`config.mk`:
```
export PLATFORM = sky130hd
export DESIGN_NAME = modport_slave
export DESIGN_NICKNAME = d
export VERILOG_FILES = /design/src/rtl/axil_pkg.sv /design/src/rtl/modport_slave.sv
export SDC_FILE = /design/constraint.sdc
export NUM_CORES = 1
export LEC_CHECK = 0
export CAP_MARGIN = 20
export CORE_AREA = 5 5 253 255
export CTS_CLUSTER_SIZE = 28
export DETAILED_ROUTE_END_ITERATION = 6
export DIE_AREA = 0 0 258 260
export PLACE_DENSITY = 0.76
export REMOVE_ABC_BUFFERS = 1
export SLEW_MARGIN = 20
export SYNTH_ARGS = -nofsm -noshare
export SYNTH_HDL_FRONTEND = slang
export SYNTH_SLANG_ARGS = --single-unit
```
`constraint.sdc`:
```
create_clock -name ACLK -period 3.3 [get_ports ACLK]
set_clock_uncertainty 0.1 [all_clocks]
set_input_delay 0.825 -clock ACLK [delete_from_list [all_inputs] [get_ports ACLK]]
set_output_delay 0.825 -clock ACLK [all_outputs]
set_load 0.03 [all_outputs]
```
`src/rtl/axil_pkg.sv`:
```
// rtl/axil_pkg.sv - shared AXI4-Lite response codes, default widths and byte-merge helper
package axil_pkg;

  localparam int AXIL_ADDR_WIDTH = 32;
  localparam int AXIL_DATA_WIDTH = 32;
  localparam int AXIL_NUM_REGS   = 16;

  typedef logic [1:0] axil_resp_t;

  localparam axil_resp_t RESP_OKAY   = 2'b00;
  localparam axil_resp_t RESP_SLVERR = 2'b10;

  // Replace only the byte lanes whose strobe bit is set.
  function automatic logic [31:0] merge_bytes(input logic [31:0] old_word,
                                              input logic [31:0] new_word,
                                              input logic [3:0]  strb);
    logic [31:0] result;
    result = old_word;
    for (int k = 0; k < 4; k++) begin
      if (strb[k]) result[8*k +: 8] = new_word[8*k +: 8];
    end
    return result;
  endfunction

endpackage

```
`src/rtl/modport_slave.sv`:
```
// rtl/modport_slave.sv - AXI4-Lite register-file slave with flat register output
module modport_slave
  import axil_pkg::*;
#(
  parameter int ADDR_WIDTH = AXIL_ADDR_WIDTH,
  parameter int DATA_WIDTH = AXIL_DATA_WIDTH,
  parameter int NUM_REGS   = AXIL_NUM_REGS
) (
  input  logic                           ACLK,
  input  logic                           ARESET,
  input  logic [ADDR_WIDTH-1:0]          ARADDR,
  input  logic [2:0]                     ARPROT,
  input  logic                           ARVALID,
  output logic                           ARREADY,
  output logic [DATA_WIDTH-1:0]          RDATA,
  output logic [1:0]                     RRESP,
  output logic                           RVALID,
  input  logic                           RREADY,
  input  logic [ADDR_WIDTH-1:0]          AWADDR,
  input  logic [2:0]                     AWPROT,
  input  logic                           AWVALID,
  output logic                           AWREADY,
  input  logic [DATA_WIDTH-1:0]          WDATA,
  input  logic [DATA_WIDTH/8-1:0]        WSTRB,
  input  logic                           WVALID,
  output logic                           WREADY,
  output logic [1:0]                     BRESP,
  output logic                           BVALID,
  input  logic                           BREADY,
  output logic [NUM_REGS*DATA_WIDTH-1:0] regs_o
);

  localparam int IDX_W  = ADDR_WIDTH - 2;
  localparam int SEL_W  = (NUM_REGS > 1) ? $clog2(NUM_REGS) : 1;
  localparam int STRB_W = DATA_WIDTH / 8;

  function automatic logic idx_ok(input logic [IDX_W-1:0] idx);
    return idx < IDX_W'(NUM_REGS);
  endfunction

  function automatic logic [SEL_W-1:0] sel_of(input logic [IDX_W-1:0] idx);
    return idx[SEL_W-1:0];
  endfunction

  logic [DATA_WIDTH-1:0] regs [NUM_REGS];

  // Low during reset and for the reset cycle itself; keeps all READYs closed.
  logic live;

  logic                  aw_held, w_held;
  logic [IDX_W-1:0]      aw_idx_q;
  logic [DATA_WIDTH-1:0] w_data_q;
  logic [STRB_W-1:0]     w_strb_q;
  logic                  bvalid_q;
  logic [1:0]            bresp_q;

  logic                  aw_fire, w_fire, commit, wr_ok;
  logic [IDX_W-1:0]      wr_idx;
  logic [DATA_WIDTH-1:0] wr_data;
  logic [STRB_W-1:0]     wr_strb;

  logic                  rvalid_q;
  logic [DATA_WIDTH-1:0] rdata_q;
  logic [1:0]            rresp_q;
  logic                  ar_fire;
  logic [IDX_W-1:0]      rd_idx;

  logic unused_inputs;
  assign unused_inputs = ^{ARPROT, AWPROT, ARADDR[1:0], AWADDR[1:0]};

  always_ff @(posedge ACLK) begin
    live <= !ARESET;
  end

  // Write channel: AW and W latch independently, commit once both are present.
  assign AWREADY = live && !aw_held && !bvalid_q;
  assign WREADY  = live && !w_held && !bvalid_q;
  assign aw_fire = AWVALID && AWREADY;
  assign w_fire  = WVALID && WREADY;

  assign wr_idx  = aw_held ? aw_idx_q : AWADDR[ADDR_WIDTH-1:2];
  assign wr_data = w_held ? w_data_q : WDATA;
  assign wr_strb = w_held ? w_strb_q : WSTRB;
  assign commit  = (aw_held || aw_fire) && (w_held || w_fire);
  assign wr_ok   = idx_ok(wr_idx);

  always_ff @(posedge ACLK) begin
    if (ARESET) begin
      aw_held  <= 1'b0;
      w_held   <= 1'b0;
      aw_idx_q <= '0;
      w_data_q <= '0;
      w_strb_q <= '0;
      bvalid_q <= 1'b0;
      bresp_q  <= RESP_OKAY;
    end else if (commit) begin
      aw_held  <= 1'b0;
      w_held   <= 1'b0;
      bvalid_q <= 1'b1;
      bresp_q  <= wr_ok ? RESP_OKAY : RESP_SLVERR;
    end else begin
      if (aw_fire) begin
        aw_held  <= 1'b1;
        aw_idx_q <= AWADDR[ADDR_WIDTH-1:2];
      end
      if (w_fire) begin
        w_held   <= 1'b1;
        w_data_q <= WDATA;
        w_strb_q <= WSTRB;
      end
      if (bvalid_q && BREADY) bvalid_q <= 1'b0;
    end
  end

  always_ff @(posedge ACLK) begin
    if (ARESET) begin
      for (int i = 0; i < NUM_REGS; i++) regs[i] <= '0;
    end else if (commit && wr_ok) begin
      regs[sel_of(wr_idx)] <= merge_bytes(regs[sel_of(wr_idx)], wr_data, wr_strb);
    end
  end

  assign BVALID = bvalid_q;
  assign BRESP  = bresp_q;

  // Read channel: single outstanding read, data registered on the AR handshake.
  assign ARREADY = live && !rvalid_q;
  assign ar_fire = ARVALID && ARREADY;
  assign rd_idx  = ARADDR[ADDR_WIDTH-1:2];

  always_ff @(posedge ACLK) begin
    if (ARESET) begin
      rvalid_q <= 1'b0;
      rdata_q  <= '0;
      rresp_q  <= RESP_OKAY;
    end else if (ar_fire) begin
      rvalid_q <= 1'b1;
      if (idx_ok(rd_idx)) begin
        rdata_q <= regs[sel_of(rd_idx)];
        rresp_q <= RESP_OKAY;
      end else begin
        rdata_q <= '0;
        rresp_q <= RESP_SLVERR;
      end
    end else if (rvalid_q && RREADY) begin
      rvalid_q <= 1'b0;
    end
  end

  assign RVALID = rvalid_q;
  assign RDATA  = rdata_q;
  assign RRESP  = rresp_q;

  for (genvar g = 0; g < NUM_REGS; g++) begin : g_flat
    assign regs_o[g*DATA_WIDTH +: DATA_WIDTH] = regs[g];
  end

endmodule

```
==> impl_metrics.csv, run 1 <==
group,metric,value,unit
synth,synth-seq-area-share,60.07,%
finish,area_growth,34.48,%
global_route,grt_usage,31.40,%
sta,slew_violations,0,
cts,cts_htree_levels,3,
global_route,grt_remaining_overflow,0,
worst_setup_path,path_class,"flop to primary output",
cts,post_cts_buffers,0,
worst_setup_path,path_max_fanout,4,
cts,clock_sinks,617,
power_and_ir_drop,vdd_drop_max,0.3855,mV
die,dieWidth,258,microns
place,portBuffers,653,
synth,synth_largest_area_cell,"edfxtp_1",
worst_setup_path,cpPeakStageDelay,680,ps
place,place_congestion,0.9111,
worst_setup_path,worstPathRequired,2370,ps
cts,clk_pin_slew,60,ps
worst_setup_path,start_kind,"flop",
synth,ys.warnings.count,0,
sta,hold_viol,0,
synth,synth_top_area_share,52.84,%
min_path,hold_path.class,"flop to flop",
cts,root_buffer,"clkbuf_16",
die,die_h,260,microns
worst_setup_path,path_buf_inv,1,
sta,fin_ws,229.1,ps
sta,tightest_slew,776.8,ps
min_path,hp-start,"w_data_q[21]",
worst_setup_path,critPathLaunch,"live",
power_and_ir_drop,powerDensity,477.8,nW/um^2
power_and_ir_drop,p_leak,12.64,nW
die,rows,91,
sta,final-setup-viol-count,0,
synth,synthTopCellsByArea,"edfxtp_1 53%, mux4_2 9.9%, dfxtp_1 7.2%",
detailed_routing,viasPerCell,6.249,
worst_setup_path,crit_chain,"nand2b_1, nor2_1, clkdlybuf4s50_1",
sta,fmax,325.6,MHz
worst_setup_path,worst_r2r_startpoint,"aw_held",
synth,async_flop_share,0,%
worst_setup_path,cp_top_family,"buffers and inverters",
die,fp.coreArea,61370,sq um
global_route,grt_max_degree,98,
sta,tns,0,ps
synth,synth_flop_cell,"edfxtp_1",
cts,postCtsResizedCells,0,
detailed_routing,wl_per_cell,29.65,microns
die,start_util,47.41,%
global_route,grt_pass1_wl,156100,microns
place,place_hpwl,77480,microns
finish,drive_gt1_share,24.90,%
global_route,antenna_found_initial,11,
synth,synthDistinctLibCells,50,
cts,cts_tree,"yes",
synth,synth_edf_count,512,
place,place_inst,3529,
detailed_routing,dr.pass1.iters,5,
worst_setup_path,cp.arrival,2150,ps
outcome,status,"completed",
synth,syn_area_per_cell,13.65,sq um
cts,numCtsBuffers,67,
finish,fin_nets,2921,
sta,relSlewSlack,48.22,%
detailed_routing,drc,0,
die,io_pins,666,
detailed_routing,initialDrtViolationCount,2721,
detailed_routing,drt_wl_total,108500,microns
sta,rsz0062_at_grt,"no",
global_route,grt_pass1_vias,22940,
die,dieArea,67080,sq um
synth,syn-cell-area,29100,sq um
finish,finalNonFillerCells,3660,
finish,post-route-util,63.76,%
cts,hold_buffers,0,
cts,insertion_delay,620,ps
worst_setup_path,cpMaxStageDelayCell,"clkdlybuf4s50_1",
synth,synthCells,2132,
sta,finalCritPeriodShare,93.06,%
cts,cts.path.max_buffers,3,
sta,period_needed,3071,ps
detailed_routing,dr_total_vias,22870,
run,drv_cap,0,
power_and_ir_drop,p_total,18.70,mW
synth,ys_ff_latch,617,
worst_setup_path,end_kind,"primary output",
detailed_routing,drtAntennaViolNets,0,
place,pre_cts_ws,-225.0,ps
[cells in the mapped netlist, types with 3 or more instances]
cell type,count
mux2_2,66
o22ai_1,3
dfxtp_1,105
edfxtp_1,512
and3b_1,3
nor2_1,71
a21oi_1,73
nor3_1,305
nand2b_1,6
mux2i_1,34
nor2b_1,7
o21ai_0,51
clkbuf_1,84
buf_4,4
o31ai_1,16
mux4_2,128
a221o_1,30
buf_2,50
nand3_1,34
nor3_2,198
nand2_1,203
buf_6,56
buf_1,44
nor4_1,14
[worst reg2reg max path, stage by stage (launching register included)]
cell and delay [ps]:
dfxtp_1 560, or4b_4 530, nor4_4 330, o21ai_4 160, buf_12 210, buf_4 360, nor3_1 340
[area by class of cell]
cell class | instances | area [sq um]
Fill cell | 4433 | 22240
Sequential cell | 617 | 17480
Multi-Input combinational cell | 1276 | 10290
Timing Repair Buffer | 844 | 8209
Clock buffer | 91 | 1807
Tap cell | 790 | 988.4
Clock inverter | 33 | 327.8
Antenna cell | 7 | 17.52
Inverter | 2 | 8.758
[where the power goes]
part	internal, mW	switching, mW
logic	0.974	1.52
clock network	4.15	3.20
registers	8.66	0.202
[placed cells by master (no fill, tap or decap), types with 15 or more instances in the layout]
| cell | instances |
|---|---|
| clkbuf_1 | 20 |
| nor3_2 | 198 |
| clkdlybuf4s50_1 | 649 |
| dfxtp_1 | 104 |
| clkinv_2 | 15 |
| nand3_1 | 34 |
| clkbuf_16 | 67 |
| a221o_1 | 30 |
| o21ai_0 | 35 |
| edfxtp_1 | 512 |
| a21oi_1 | 73 |
| o21ai_1 | 16 |
| buf_4 | 174 |
| mux2_2 | 66 |
| nand2_2 | 16 |
| o31ai_1 | 16 |
| nor2_1 | 70 |
| nor3_1 | 305 |
| mux4_2 | 128 |
| mux2i_1 | 33 |
| buf_12 | 19 |
| nand2_1 | 187 |
[sequential cells by signal, summed over array words and instances, names as in the netlist, 4 cells and up]
name      count
RDATA        32
aw_idx_q     30
regs        512
w_data_q     32
w_strb_q      4
[stage by stage]
step,hold WS [ps],instance area (sq um)
2_1_floorplan,326.8,27710
3_3_place_gp,337.8,36980
3_5_place_dp,347.4,36980
4_1_cts,354.0,39110
5_1_grt,374.6,39120
6_report,351.8,39130
[kinds of logic after synthesis]
group | after synthesis | share of synthesized area [%]
flops | 617 | 60.07
compound gates | 194 | 4.249
buf+inv | 240 | 4.808
mux | 228 | 13.63
simple gates | 852 | 17.23
other cells | 1 | 0.01289
[worst paths after layout]
check	endpoint	slack, ps	cells past startpoint
hold reg to reg	w_data_q[21]	350	2
hold / removal	w_data_q[21]	350	2
setup / recovery	WREADY	230	3
setup reg to reg	regs[6][11]	520	6
[per-layer routing]
metal	part of all wire, %	GRT usage, %	up-vias
met2	48	51.33	1626
met5	0.064	0	-
met3	11	8.534	279
li1	-	-	9519
met1	36	39.89	11440
met4	4.3	13.16	10
(Power assumes the default switching activity.)
==> run 2: changes to the inputs <==
- CORE_AREA: 5 5 253 255 -> 2 2 257 259
- DIE_AREA: 0 0 258 260 -> 0 0 259 261
- GPL_TIMING_DRIVEN: not set -> 0
- PLACE_DENSITY: 0.76 -> 0.73
==> run 2 against run 1 <==
  * Sequential power hardly changed
  * Maximum frequency decreased by 6.9%
  * Sequential share of layout area fell by 1.1 points
  * Clock power grew 3.3%
  * Global-route usage hardly changed
  * Combinational power is 2% higher
  * First-iteration DRC count fell by 7.1%
  * Hold slack better by 0.68 ps
  * Die area grew 0.77%
  * Critical endpoint is now regs[2][25]
  * Flip-flop and latch count did not move
  * Utilization decreased by 2.1 points
  * Critical path depth increased by 1
==> impl_metrics.csv, run 2 (synthesis gave the netlist of run 1 again) <==
group,metric,value,unit
power_and_ir_drop,vdd_drop_max,0.3256,mV
power_and_ir_drop,powerDensity,473.7,nW/um^2
detailed_routing,dr.pass1.iters,5,
detailed_routing,dr_total_vias,22600,
die,fp.coreArea,65040,sq um
sta,final-setup-viol-count,0,
place,placed_cell_area,37030,sq um
worst_setup_path,path_max_fanout,33,
die,die_h,261,microns
cts,numCtsBuffers,67,
die,io_pins,666,
cts,cts_tree,"yes",
finish,largest_register,"regs",
cts,cts_htree_levels,3,
sta,hold_viol,0,
place,place_congestion,0.8859,
die,rows,94,
sta,fmax,303.1,MHz
sta,fin_ws,0.7303,ps
place,portBuffers,653,
worst_setup_path,worstPathRequired,3430,ps
die,dieWidth,259,microns
finish,fin_nets,2851,
detailed_routing,drt_wl_total,109800,microns
die,start_util,44.73,%
finish,post-route-util,61.67,%
detailed_routing,wl_per_cell,30.01,microns
detailed_routing,initialDrtViolationCount,2528,
place,pre_cts_ws,-1813,ps
sta,finalCritPeriodShare,99.98,%
finish,layout.cells.most_common_list,"647 x clkdlybuf4s50_1, 512 x edfxtp_1, 289 x nor3_1",
worst_setup_path,r2r_setup_slack,100,ps
finish,layout_commonest_cell,"clkdlybuf4s50_1",
finish,multi_input_area,10920,sq um
min_path,hold_path.class,"flop to flop",
global_route,grt_max_degree,76,
sta,relSlewSlack,26.25,%
outcome,status,"completed",
power_and_ir_drop,p_total,19.00,mW
worst_setup_path,cp.arrival,3430,ps
sta,tightest_slew,1103,ps
die,dieArea,67600,sq um
cts,cts.path.max_buffers,3,
run,drv_cap,0,
cts,root_buffer,"clkbuf_16",
sta,rsz0062_at_grt,"yes",
worst_setup_path,end_kind,"flop",
global_route,grt_usage,31.36,%
global_route,grt_pass1_vias,22030,
power_and_ir_drop,p_leak,12.92,nW
finish,n_fill_cell,4770,
finish,largest_register_ffs,512,
sta,slew_violations,0,
detailed_routing,drc,0,
place,place_hpwl,76380,microns
sta,tns,0,ps
cts,hold_buffers,0,
global_route,antenna_found_initial,8,
sta,period_needed,3299,ps
place,place_inst,3497,
sta,whs,352.5,ps
finish,area_growth,37.86,%
detailed_routing,viasPerCell,6.179,
worst_setup_path,start_kind,"input pin",
global_route,grt_pass1_wl,153100,microns
worst_setup_path,path_class,"input pin to flop",
finish,final_area,40110,sq um
cts,clock_sinks,617,
finish,drive_gt1_share,25.58,%
finish,finalNonFillerCells,3658,
detailed_routing,drtAntennaViolNets,0,
cts,insertion_delay,610,ps
finish,seq_area,17480,sq um
global_route,grt_remaining_overflow,0,
cts,clk_pin_slew,60,ps
==> run 2: cell count changes in the layout (fill, tap and decap cells not counted), sizes merged, moves of 3 or more <==
cell and delta:
buf -75, clkbuf +5, diode -4, clkinv -3
==> run 2: worst paths after layout <==
check | startpoint | end | cells past startpoint
worst min register to register | w_strb_q[2] | w_strb_q[2] | 2
worst min-delay path | w_strb_q[2] | w_strb_q[2] | 2
worst max register to register | aw_held | regs[12][15] | 9
worst max-delay path | AWADDR[5] | regs[2][25] | 4
==> run 2: layer usage <==
layer  GRT usage [%]  up-vias  wire length, microns
met5               0        -                    78
met4           13.82       10                  4857
met3           6.591      282                 10560
met2           52.31     1450                 54010
met1           39.68    11430                 40270
li1                -     9431                     -
==> run 2: timing repair <==
| item | in CTS | in global routing |
|---|---|---|
| setup endpoints to repair | 874 | 312 |
| pin swaps | 14 | 12 |
| hold endpoints to repair | 0 | 0 |
| gates cloned | 2 | 3 |
| gates resized for setup | 53 | 31 |
| buffers inserted | 19 | 13 |
==> run 2: power by group <==
group          internal, mW  leakage (nW)  switching [mW]  total [mW]
Clock                  4.40          1.07            3.19        7.59
Combinational         0.974          5.71            1.58        2.55
Sequential             8.66          6.14           0.203        8.86
Total                  14.0          12.9            4.97        19.0
==> run 2: layout make-up <==
class	count	area share, %
clock buffers	93	4.679
repair buffers	774	20.98
multi-input cells	1276	27.23
flip-flops and latches	617	43.59
inverters	2	0.03119
diodes	3	0.01872
well taps	864	2.695
clock inverters	29	0.7798
==> run 2: critical path: stages <==
cell	delay, ps
clkdlybuf4s50_1	590
o32ai_2	710
nand2_4	610
o31ai_4	670
==> run 3: changes to the inputs <==
- CORE_AREA: 2 2 257 259 -> not set
- CORE_MARGIN: not set -> 2
- CORE_UTILIZATION: not set -> 45
- DIE_AREA: 0 0 259 261 -> not set
==> run 3 against run 2 <==
  * Maximum frequency about the same
  * Flip-flop and latch count unchanged
  * Count of clock-buffer cells in the layout up 2
  * Critical endpoint is now regs[0][27]
  * Utilization up 0.87 points
  * Worst setup slack better by 3.3 ps
  * Largest power group unchanged
  * Final area up 0.14%
  * Via count up 0.34%
  * Largest cell class unchanged
  * Total power up 1.2%
  * Critical path depth unchanged
==> impl_metrics.csv, run 3 (synthesis gave the netlist of run 1 again) <==
group,metric,value,unit
detailed_routing,drc,0,
sta,tightest_slew,1141,ps
worst_setup_path,end_kind,"flop",
finish,layout_commonest_cell,"clkdlybuf4s50_1",
die,rows,93,
place,place_inst,3492,
power_and_ir_drop,p_int,14.24,mW
cts,cts_tree,"yes",
run,drv_cap,0,
die,fp.coreArea,64230,sq um
cts,cts_htree_levels,3,
detailed_routing,initialDrtViolationCount,2449,
worst_setup_path,worst_r2r_startpoint,"aw_held",
power_and_ir_drop,p_total,19.23,mW
sta,tns,0,ps
place,pre_cts_ws,-1775,ps
outcome,status,"completed",
finish,fin_nets,2854,
global_route,grt_remaining_overflow,0,
finish,final_area,40170,sq um
worst_setup_path,rr_endpoint,"regs[12][30]",
sta,period_needed,3296,ps
sta,final-setup-viol-count,0,
sta,slew_violations,0,
min_path,holdPathStages,2,
cts,clock_sinks,617,
sta,fin_ws,3.996,ps
power_and_ir_drop,powerDensity,478.7,nW/um^2
finish,layout.cells.most_common_list,"647 x clkdlybuf4s50_1, 512 x edfxtp_1, 286 x nor3_1",
global_route,grt_pass1_vias,22460,
power_and_ir_drop,seqPwrFrac,46.1,%
detailed_routing,viasPerCell,6.200,
power_and_ir_drop,vdd_drop_max,0.3128,mV
power_and_ir_drop,sw_frac_of_total,25.94,%
global_route,grt_max_degree,81,
die,io_pins,666,
detailed_routing,drt_wl_total,110000,microns
worst_setup_path,reg2reg_depth,10,
die,dieWidth,258.3,microns
min_path,hold_path.class,"flop to flop",
sta,hold_viol,0,
worst_setup_path,cp.arrival,3440,ps
sta,relSlewSlack,23.94,%
place,place_hpwl,77480,microns
global_route,grt_usage,32.06,%
finish,largest_register,"regs",
detailed_routing,drtAntennaViolNets,0,
worst_setup_path,worstPathRequired,3440,ps
power_and_ir_drop,p_leak,13.04,nW
power_and_ir_drop,power_frac_clock,40.7,%
min_path,hp-start,"w_data_q[9]",
cts,numCtsBuffers,69,
min_path,holdPathEnd,"w_data_q[9]",
cts,hold_buffers,0,
worst_setup_path,path_class,"input pin to flop",
die,start_util,45.30,%
global_route,grt_pass1_wl,155000,microns
place,portBuffers,653,
finish,largest_register_ffs,512,
worst_setup_path,cpPeakStageDelay,690,ps
cts,insertion_delay,610,ps
cts,cts.path.max_buffers,3,
place,placed_cell_area,37050,sq um
finish,finalNonFillerCells,3658,
sta,rsz0062_at_grt,"yes",
die,dieArea,66710,sq um
power_and_ir_drop,net-switching-power,4.988,mW
worst_setup_path,crit_chain,"clkdlybuf4s50_1, o32ai_2, nand2_4, o31ai_4",
cts,root_buffer,"clkbuf_16",
worst_setup_path,path_max_fanout,33,
finish,area_growth,38.06,%
worst_setup_path,start_kind,"input pin",
sta,fmax,303.4,MHz
detailed_routing,wl_per_cell,30.07,microns
worst_setup_path,r2r_setup_slack,80,ps
detailed_routing,dr.pass1.iters,5,
global_route,antenna_found_initial,10,
detailed_routing,dr_total_vias,22680,
power_and_ir_drop,pwr-share-comb,13.2,%
sta,finalCritPeriodShare,99.88,%
place,place_congestion,0.9319,
worst_setup_path,cpMaxStageDelayCell,"o32ai_2",
finish,drive_gt1_share,25.20,%
die,die_h,258.3,microns
cts,clk_pin_slew,60,ps
-- run 3: cell type report --
class / instances / area (sq um)
fillers: 4704 / 24060
flip-flops and latches: 617 / 17480
multi-input cells: 1276 / 10850
repair buffers: 775 / 8448
clock buffers: 95 / 1949
well taps: 855 / 1070
clock inverters: 33 / 342.8
inverters: 2 / 12.51
diodes: 5 / 12.51
-- run 3: timing repair --
item                                    4_1_cts  5_1_grt
buffers inserted                             23        5
cloned                                        7        2
endpoints found under the hold margin         0        0
resized for setup                            53       22
endpoints found under the setup margin      849      370
pin swaps                                    14        3
-- run 3: power groups by stage --
| stage | logic [mW] | clock network, mW | registers, mW |
|---|---|---|---|
| after global routing | 2.62 | 8.20 | 8.87 |
| after global placement | 2.41 | 0 | 9.06 |
| after CTS | 2.50 | 7.86 | 8.85 |
| final | 2.54 | 7.84 | 8.86 |
| after floorplan | 0.743 | 0 | 9.44 |
| after detailed placement | 2.45 | 0 | 9.02 |
-- run 3: worst max-delay path by stage --
stage                     startpoint  cells past startpoint          end  slack [ps]
after CTS                  AWADDR[4]                      7  regs[6][31]         -30
final                      AWADDR[2]                      4  regs[0][27]           4
after global placement    AWADDR[16]                      6   regs[4][5]      -44960
after floorplan           AWADDR[16]                      5   regs[0][0]      -29880
after global routing       AWADDR[2]                      4  regs[0][31]         -80
after detailed placement      WVALID                     12  regs[6][31]       -1770
-- run 3: critical path: cells and delay by family --
family	cells	cell delay, ps
and+or+nand+nor	1	620
AOI/OAI and AO/OA	2	1380
buffers and inverters	1	590
-- run 3: stage by stage --
| stage | hold slack [ps] | utilization, % |
|---|---|---|
| after floorplan | 326.8 | - |
| after global placement | 337.7 | 54.98 |
| after detailed placement | 346.8 | 57.68 |
| after CTS | 354.4 | 62.21 |
| after global routing | 374.1 | 62.54 |
| final | 354.4 | 62.54 |
-- run 3: metal layers --
layer | track usage [%] | vias up | share of wire, %
li1 | - | 9446 | -
met1 | 40.11 | 11310 | 36
met2 | 52.83 | 1587 | 48
met3 | 7.375 | 333 | 11
met4 | 15.51 | 8 | 5.3
met5 | 0 | - | 0.044
